`src/rtl/nn_inference_sequencer.sv`:
```
// Control sequencer for one 784-56-10 inference: issues constant-memory fetches,
// hands rows to the MAC/activation datapaths and watches every wait for a stall.
module nn_inference_sequencer #(
    parameter int N_IN    = 784,
    parameter int N_HID   = 56,
    parameter int TIMEOUT = 255
) (
    input  logic       clk,
    input  logic       reset,
    input  logic       start,
    input  logic       abort,
    output logic       b0_fetch,
    output logic       w0_fetch,
    output logic       b1_fetch,
    output logic       w1_fetch,
    output logic [9:0] pixel_no,
    output logic [5:0] l1_no,
    input  logic       b0_complete,
    input  logic       w0_complete,
    input  logic       b1_complete,
    input  logic       w1_complete,
    output logic       load_bias0,
    output logic       load_bias1,
    output logic       mac0_start,
    output logic       mac1_start,
    input  logic       mac0_done,
    input  logic       mac1_done,
    output logic       act_start,
    input  logic       act_done,
    output logic       busy,
    output logic       done,
    output logic       error
);
    localparam int WD_W = $clog2(TIMEOUT + 1);

    typedef enum logic [3:0] {
        S_IDLE, S_B0_FETCH, S_B0_LOAD, S_W0_FETCH, S_W0_MAC, S_ACT,
        S_B1_FETCH, S_B1_LOAD, S_W1_FETCH, S_W1_MAC, S_DONE, S_ERR
    } state_t;

    state_t            state, state_nxt;
    logic [9:0]        p, p_nxt;
    logic [5:0]        h, h_nxt;
    logic [WD_W-1:0]   wd, wd_nxt;
    logic              error_nxt;
    logic              first_cycle;

    function automatic logic is_wait(input state_t s);
        return (s == S_B0_FETCH) || (s == S_W0_FETCH) || (s == S_W0_MAC) || (s == S_ACT) ||
               (s == S_B1_FETCH) || (s == S_W1_FETCH) || (s == S_W1_MAC);
    endfunction

    // The watchdog clears on every entry, so a zero count marks the start-pulse
    // cycle in which a same-cycle done must be ignored.
    assign first_cycle = (wd == '0);

    always_comb begin
        state_nxt = state;
        p_nxt     = p;
        h_nxt     = h;
        wd_nxt    = '0;
        error_nxt = error;
        case (state)
            S_IDLE, S_ERR: if (start) begin
                state_nxt = S_B0_FETCH;
                error_nxt = 1'b0;
                p_nxt     = '0;
                h_nxt     = '0;
            end
            S_B0_FETCH: if (b0_complete) state_nxt = S_B0_LOAD;
            S_B0_LOAD:  state_nxt = S_W0_FETCH;
            S_W0_FETCH: if (w0_complete) state_nxt = S_W0_MAC;
            S_W0_MAC: if (!first_cycle && mac0_done) begin
                if (p == 10'(N_IN - 1)) begin
                    state_nxt = S_ACT;
                end else begin
                    state_nxt = S_W0_FETCH;
                    p_nxt     = p + 10'd1;
                end
            end
            S_ACT:      if (!first_cycle && act_done) state_nxt = S_B1_FETCH;
            S_B1_FETCH: if (b1_complete) state_nxt = S_B1_LOAD;
            S_B1_LOAD:  state_nxt = S_W1_FETCH;
            S_W1_FETCH: if (w1_complete) state_nxt = S_W1_MAC;
            S_W1_MAC: if (!first_cycle && mac1_done) begin
                if (h == 6'(N_HID - 1)) begin
                    state_nxt = S_DONE;
                end else begin
                    state_nxt = S_W1_FETCH;
                    h_nxt     = h + 6'd1;
                end
            end
            S_DONE:  state_nxt = S_IDLE;
            default: state_nxt = S_IDLE;
        endcase

        // A completion arriving on the last allowed cycle still wins over the timeout.
        if (is_wait(state) && state_nxt == state) begin
            if (wd == WD_W'(TIMEOUT - 1)) begin
                state_nxt = S_ERR;
                error_nxt = 1'b1;
            end else begin
                wd_nxt = wd + 1'b1;
            end
        end

        if (abort) begin
            state_nxt = S_IDLE;
            p_nxt     = '0;
            h_nxt     = '0;
            wd_nxt    = '0;
            error_nxt = error;
        end
    end

    always_ff @(posedge clk) begin
        if (reset) begin
            state      <= S_IDLE;
            p          <= '0;
            h          <= '0;
            wd         <= '0;
            error      <= 1'b0;
            b0_fetch   <= 1'b0;
            w0_fetch   <= 1'b0;
            b1_fetch   <= 1'b0;
            w1_fetch   <= 1'b0;
            load_bias0 <= 1'b0;
            load_bias1 <= 1'b0;
            mac0_start <= 1'b0;
            mac1_start <= 1'b0;
            act_start  <= 1'b0;
            busy       <= 1'b0;
            done       <= 1'b0;
        end else begin
            state      <= state_nxt;
            p          <= p_nxt;
            h          <= h_nxt;
            wd         <= wd_nxt;
            error      <= error_nxt;
            b0_fetch   <= (state_nxt == S_B0_FETCH);
            w0_fetch   <= (state_nxt == S_W0_FETCH);
            b1_fetch   <= (state_nxt == S_B1_FETCH);
            w1_fetch   <= (state_nxt == S_W1_FETCH);
            load_bias0 <= (state_nxt == S_B0_LOAD);
            load_bias1 <= (state_nxt == S_B1_LOAD);
            mac0_start <= (state_nxt == S_W0_MAC) && (state != S_W0_MAC);
            mac1_start <= (state_nxt == S_W1_MAC) && (state != S_W1_MAC);
            act_start  <= (state_nxt == S_ACT) && (state != S_ACT);
            busy       <= (state_nxt != S_IDLE) && (state_nxt != S_DONE) && (state_nxt != S_ERR);
            done       <= (state_nxt == S_DONE);
        end
    end

    assign pixel_no = p;
    assign l1_no    = h;
endmodule
```
`config.mk`:
```
export PLATFORM = sky130hd
export DESIGN_NAME = nn_inference_sequencer
export DESIGN_NICKNAME = d
export VERILOG_FILES = /design/src/rtl/nn_inference_sequencer.sv
export SDC_FILE = /design/constraint.sdc
export NUM_CORES = 1
export LEC_CHECK = 0
export ABC_AREA = 1
export CAP_MARGIN = 30
export CELL_PAD_IN_SITES_DETAIL_PLACEMENT = 0
export CELL_PAD_IN_SITES_GLOBAL_PLACEMENT = 1
export CORE_ASPECT_RATIO = 1.2
export CORE_MARGIN = 2
export CORE_UTILIZATION = 45
export DETAILED_ROUTE_END_ITERATION = 10
export DONT_BUFFER_PORTS = 1
export PLACE_DENSITY = 0.87
export SETUP_SLACK_MARGIN = 0.2
export SYNTH_ARGS = -nofsm -noshare
export SYNTH_HDL_FRONTEND = slang
export SYNTH_SLANG_ARGS = --single-unit
```
`constraint.sdc`:
```
create_clock -name clk -period 2.43 [get_ports clk]
set_input_delay 0.3645 -clock clk [delete_from_list [all_inputs] [get_ports clk]]
set_output_delay 0.3645 -clock clk [all_outputs]
set_load 0.05 [all_outputs]
```
### Word-level counts from Yosys, hierarchy flattened

Cells that the tools add are included.

* $add $sub $neg: 3
* reduce and logical (&&, ||, !) cells: 26
* equal/unequal tests: 34
* multiplexer cells: 26
* bitwise operators: 1

Operators by type and width (count)
* 4-bit 2-to-1 mux: 11
* 4-bit case mux with 10 select lines: 1
* 4-bit by 3-bit == test with 1-bit output (second input constant): 8
* 10-bit 2-to-1 mux: 3
* 4-bit == test (second input constant): 6
* 10-bit case mux with 2 select lines: 1
* 6-bit 2-to-1 mux: 3
* 4-bit by 2-bit == test with 1-bit output (second input constant): 4
* 4-bit inequality test (second input constant): 3
* 6-bit case mux with 2 select lines: 1
* 10-bit by 1-bit adder with 10-bit output (second input constant): 1
* 10-bit == test (second input constant): 1
* 2-bit inequality test (second input constant): 5
* 1-bit logical AND: 9
* 8-bit by 1-bit adder with 8-bit output (second input constant): 1
* 4-bit by 1-bit == test with 1-bit output (second input constant): 2
* 8-bit == test (second input constant): 1
* 8-bit zero test: 1
* 4-bit by 3-bit inequality test with 1-bit output (second input constant): 2
* 4-bit AND reduction: 2
* 6-bit by 1-bit adder with 6-bit output (second input constant): 1
* 6-bit == test (second input constant): 1
* 1-bit logical OR: 6
* 4-bit == test: 1
* other kinds (10): 15

* logic and storage cells: 106
* register bits: 40
* input bits: 11
* output and inout port bits: 28

### Depth between registers and ports, before layout

* depth in word-level cells: 13
* depth in mapped cells: 16
* gate-level depth less buffers: 16

### Worst setup path after synthesis

Ideal clock, no wire load.

* path type: register -> register
* start point: register p[0] (netlist: pixel_no[0])
* end point: register done
* period minus slack after synthesis: 2.147 ns
* data required time: 2.315 ns
* path buffers: 1
* setup time: 0.115 ns
* cell stages (with the launch flop): 14
* arrival: 2.031 ns
* slack: 0.283 ns
* cells stage by stage: dfxtp_1 > ha_1 > nand2_1 > nor2_1 > nand4_1 > nand2_1 > nand2_2 > nand3_1 > nand2_1 > inv_1 > nand4_4 > buf_6 > nand3_1 > nor2_1

* word-level cells in the longest chain between the ends: 9
* elaborated cells on any way between the ends: 10
* those cells by class: eq/ne (3); mux (6); reduce/logical (1)

Ends and longest elaborated chain
* start: declaration: line 42 `logic [9:0] p, p_nxt;`
* start signal: assignment: line 136 `p <= p_nxt;`
* 10-bit == test *: line 74 `if (p == 10'(N_IN - 1)) begin`
* 3-bit 2-to-1 mux *: line 74
* 4-bit 2-to-1 mux *: line 73 `S_W0_MAC: if (!first_cycle && mac0_done) begin`
* 4-bit case mux with 10 select lines *: line 63 `case (state)`
* 4-bit == test: line 98 `if (is_wait(state) && state_nxt == state) begin`
* 1-bit logical AND: line 98
* 4-bit 2-to-1 mux *: line 98
* 4-bit 2-to-1 mux *: line 107 `if (abort) begin`
* 4-bit == test *: line 150 `done <= (state_nxt == S_DONE);`
* end signal: assignment: line 150
* end: declaration: line 31 `output logic done,`

Every way passes the cells marked *; elsewhere a longest branch is shown, timed or not.
A chain may end at the register's enable or synchronous reset.

### Worst setup path after layout

* start point: register wd[1]
* end point: register mac1_start

* word-level cells in the longest chain between the ends: 11
* elaborated cells on any way between the ends: 17
* those cells by class: eq/ne (3); mux (7); reduce/logical (7)

Ends and longest elaborated chain
* start: declaration: line 44 `logic [WD_W-1:0] wd, wd_nxt;`
* start signal: assignment: line 138 `wd <= wd_nxt;`
* 8-bit zero test: line 55 `assign first_cycle = (wd == '0);`
* 1-bit zero test: line 73, 81, 85
* 1-bit logical AND (on tied branches): line 85, 73, 81
* 4-bit 2-to-1 mux (on tied branches): line 85, 73, 81
* 4-bit case mux with 10 select lines: line 63
* 4-bit == test: line 98
* 1-bit logical AND: line 98
* 4-bit 2-to-1 mux *: line 98
* 4-bit 2-to-1 mux *: line 107
* 4-bit == test *: line 147 `mac1_start <= (state_nxt == S_W1_MAC) && (state != S_W1_MAC);`
* 1-bit logical AND *: line 147
* end signal: assignment: line 147
* end: declaration: line 25 `output logic mac1_start,`

Marks and branches as above.

==> run metrics <==
status=finished, final reports clean; synthesized cell area=0.00219 sq mm; H-tree levels=2; clk sinks=40; largest net degree at the start of global routing=15; synthesis-stage register bit count=40; slowest stage delay, CP=0.40 ns; Worst Clk Skew=0.0119 ns; Area Growth Syn to Fin=13.2%; syn_nets=322; Req. time, crit path=2.62 ns; Clock transition at path regs=0.09 ns; syn_area_per_cell=7.16 sq um; Max-Cap Viols=0; total grt overflow=0; routability cong.=0.913; cts bufs inserted=5; clk_lat worst skew=0.30 ns; initial drt markers=83; WL final=4650 um; antenna cell count=0; worst slew pin tran=0.525 ns; final setup vio count=0; vias per cell=5.06; register area=803 sq um; CP most frequent cell=nand2_2; per-cell routed wire length=12.0 um; most common cell after layout, fill and taps aside=nor2_1; layout cells sized above 1=0.215; Tmin final=1.95 ns; vias in the first global route=1,791; max-slew violations=0; Layout Nets=345; slowest CP cell=dfxtp_1; crit path capture type=flip-flop; max_slew headroom=0.649; cells along the critical path=inv_1 -> ha_1 -> nand2_1 -> nor2_1 -> nand2_2 -> nand2_2 -> nand2_2 -> nand2_2 -> nor2_4 -> nand3_1 -> nand2_2 -> nand4_4 -> buf_4 -> nand4_1 -> nor2_1; std cell rows=27; total die area=0.00545 sq mm; core box area=0.00463 sq mm; Yosys cell types=38; worst hold slack=0.118 ns; critical path arrival=2.14 ns; TritonCTS clock tree=done; Synth Warn #=0; worst hold path type=input pin to flip-flop; Fin. Hold Viols=0; Residual DRC=0; Critical Path Source Type=flip-flop; Setup TNS=0 ns; PortBufs=0; via count=1,963; Post-DRT Antenna Nets=0; die height=80.5 um; Starting Density=0.474; Max Clk Rate=0.512 GHz; post-synthesis sequential area ratio=0.365; clk root buf=clkbuf_8; Power per Cell Area=502 mW/mm^2; global-route wire length before repair=7730 um; most frequent cells in the layout=nor2_1, nand2_1, dfxtp_1; Leak=1.05 nW; die width=67.7 um; critical path's top delay family=simple AND/OR/NAND/NOR gates; Global Route Usage Sum=0.186; area of the multi-input gates=0.00119 sq mm; initial antenna violation count=0; # IOs=39; maximum clock insertion buffer count=2; RSZ-0062 raised after global routing=no; Cells after Synth=306; WP buf/inv=2; HPWL after DPL=3680 um; maximum vdd drop=169 uV; Crit Path Class=flip-flop to flip-flop; Critical Path Fanout Max=11; Final period util=0.803; Filler cells=489; drt pass-1 iters=4
==> worst paths after layout <==
| check | startpoint | to | slack (ns) | cells past startpoint |
|---|---|---|---|---|
| setup / recovery | wd[1] | mac1_start | 0.48 | 15 |
| hold / removal | reset | state[1] | 0.12 | 1 |
| setup reg to reg | wd[1] | mac1_start | 0.48 | 15 |
| hold reg to reg | wd[0] | wd[0] | 0.45 | 1 |
==> flip-flops by register name, summed over array words and instances, names as in the netlist, 4 cells and up <==
signal,count
l1_no,6
pixel_no,10
state,4
wd,8
==> worst reg2reg max path, delay by kind of cell (launching register included) <==
| kind | cells | cell delay [ns] |
|---|---|---|
| flip-flops | 1 | 0.40 |
| AND/OR/NAND/NOR | 12 | 0.98 |
| adder cells (fa/ha/maj) | 1 | 0.19 |
| buffers and inverters | 2 | 0.26 |
==> Yosys cell counts, drive strengths merged <==
master / instances / area (sq um)
a211oi: 1 / 7.51
xor2: 7 / 61.3
o31ai: 1 / 7.51
a21oi: 12 / 67.6
nor4: 1 / 6.26
nor3b: 4 / 30.0
ha: 5 / 62.6
o22ai: 1 / 6.26
o21ai: 11 / 66.3
clkinv: 2 / 7.51
buf: 3 / 23.8
and3: 1 / 6.26
o221ai: 1 / 8.76
nor3: 8 / 50.1
inv: 45 / 171
nand3: 30 / 190
o21bai: 1 / 7.51
a31oi: 1 / 6.26
nand2: 62 / 268
nand4: 11 / 83.8
o211ai: 1 / 7.51
dfxtp: 40 / 801
o211a: 1 / 10.0
nor2: 56 / 235
==> final cells by class <==
| class | count | share of cell area |
|---|---|---|
| inverters | 47 | 0.0721 |
| clock buffers | 6 | 0.0333 |
| multi-input cells | 216 | 0.480 |
| well taps | 58 | 0.0292 |
| clock inverters | 2 | 0.00403 |
| repair buffers | 19 | 0.0575 |
| flip-flops and latches | 40 | 0.324 |
==> per-stage QoR <==
stage	instance area (sq um)	util	std cells	power (W)	setup WS, ns
floorplan	2190	-	306	0.000777	0.283
global placement	2370	0.512	378	0.000798	0.475
detailed placement	2370	0.512	378	0.000799	0.425
CTS	2460	0.532	386	0.00126	0.400
global route	2480	0.536	388	0.00130	0.215
finish	2480	0.536	388	0.00125	0.478
==> power by group <==
| part | switching (W) | leakage (nW) | internal, W | total, W |
|---|---|---|---|---|
| Sequential | 0.0000140 | 0.324 | 0.000661 | 0.000675 |
| Clock | 0.000235 | 0.0510 | 0.000227 | 0.000462 |
| Combinational | 0.0000752 | 0.676 | 0.0000336 | 0.000109 |
| Total | 0.000324 | 1.05 | 0.000922 | 0.00125 |
==> per-layer routing <==
metal	vias up	routed length (um)	GRT usage
li1	1033	-	-
met2	43	2190	0.309
met5	-	0	0
met4	0	61	0.0551
met1	882	2080	0.231
met3	5	318	0.0490
==> timing repair <==
action	CTS	global route
hold buffers	0	0
resized for setup	0	3
setup buffers	0	2
endpoints found under the setup margin	0	3
==> cells by family (layout without fill, tap and decap cells) <==
logic type,count (synthesis),after routing,synth area share
and+or+nand+nor,173,173,0.397
DFF,40,40,0.365
AOI/OAI and AO/OA,31,31,0.0891
adders and majority gates,5,5,0.0285
xor gates and xnor gates,7,7,0.0280
buffers and inverters,50,74,0.0925
(Power assumes the default switching activity.)
==> patch: new RTL, config.mk and constraints unchanged <==
Make the reset (`reset`) asynchronous in one clocked block.
--- a/src/rtl/nn_inference_sequencer.sv
+++ b/src/rtl/nn_inference_sequencer.sv
@@ -113,7 +113,7 @@
         end
     end
 
-    always_ff @(posedge clk) begin
+    always_ff @(posedge clk or posedge reset) begin
         if (reset) begin
             state      <= S_IDLE;
             p          <= '0;
Check against the original RTL: differs if reset is asserted again (counterexample within 4 cycles, from zero or initial values and one cycle with reset high); with reset held inactive, the same outputs for 10 cycles.
==> patch against the original RTL <==
- sequential share of layout area is 4.1 points higher
- sequential cell count unchanged
- wire length increased by 18%
- design area up 11%
- area after synthesis up 9.8%
- count of clock-buffer cells in the layout fell by 1
- setup slack lost 130 ps
- critical path depth rose by 2
Power is not compared: it rests on default switching activity, and its combinational part moved more than twofold at a synthesized area within 25%.
==> patch: results <==
{
  "fin_nets": 348,
  "yosys.cell_types.count": 41,
  "syn_nets": 325,
  "status": "complete, no violations",
  "dr_total_vias": 2071,
  "hold_path.class": "in -> async",
  "relSlewSlack_pct": 59.2,
  "grt_usage_pct": 19.2,
  "final_cells": 394,
  "place_ws_ps": 346,
  "drt_wl_total_um": 5500,
  "synth-async-reset-ratio_pct": 100,
  "first_global_vias": 2022,
  "cp_max_fo": 4,
  "dp.cells": 383,
  "synthAdderAreaFrac_pct": 2.60,
  "synth-compound-area-share_pct": 10.9,
  "arrival_ps": 2300,
  "synth_flop_cell": "dfrtp_1",
  "synth_xor_area_share_pct": 1.09,
  "synth_area_leaders": "dfrtp_1 (42%), inv_1 (7.6%), nand2_1 (7.2%)",
  "syn_area_per_cell_um2": 7.79,
  "grt.met1_usage_pct": 20.4,
  "globalplace.congestion": 0.914,
  "synth_common_cells": "inv_1 (49), nand2_1 (46), dfrtp_1 (40), nor2_1 (37), nand3_1 (23)",
  "drive_gt1_share_pct": 22.9,
  "worst_path_max_delay_cell": "dfrtp_1",
  "grt_max_degree": 41,
  "grt_pass1_wl_um": 9000,
  "ys_seq_area_share_pct": 41.6,
  "met3_length_um": 323,
  "drt-initial-drc-count": 144,
  "wl_met1_um": 2100,
  "wl_met2_um": 2950,
  "place.detailed.hpwl_um": 4230
}
-- patch: cell types whose count changed in the layout (fill, tap and decap cells not counted), sizes merged, moves of 9 or more --
cell | unedited run | this run
dfrtp | 0 | 40
dfxtp | 40 | 0
nand2 | 62 | 52
nor2 | 56 | 47
inv | 45 | 57
-- patch: worst paths after layout --
kind / end / depth (start not counted) / slack, ps / startpoint
max: w0_fetch / 17 / 350 / wd[0]
min: pixel_no[3] / 2 / 80 / reset
max reg2reg: w0_fetch / 17 / 350 / wd[0]
min reg2reg: l1_no[3] / 2 / 560 / l1_no[3]
max in group asynchronous: state[0] / 2 / 1960 / reset
min in group clk: error / 2 / 220 / abort
-- patch: what timing repair did --
item / CTS / global route
endpoints found under the setup margin: 0 / 16
setup buffers: 0 / 4
resized for setup: 0 / 18
-- patch: cell type report --
cell class              count  area [um2]
fillers                   521        2480
multi-input cells         206        1210
flip-flops and latches     40        1000
inverters                  58         221
repair buffers             21         158
well taps                  62        77.6
clock buffers               5        68.8
clock inverters             2        12.5
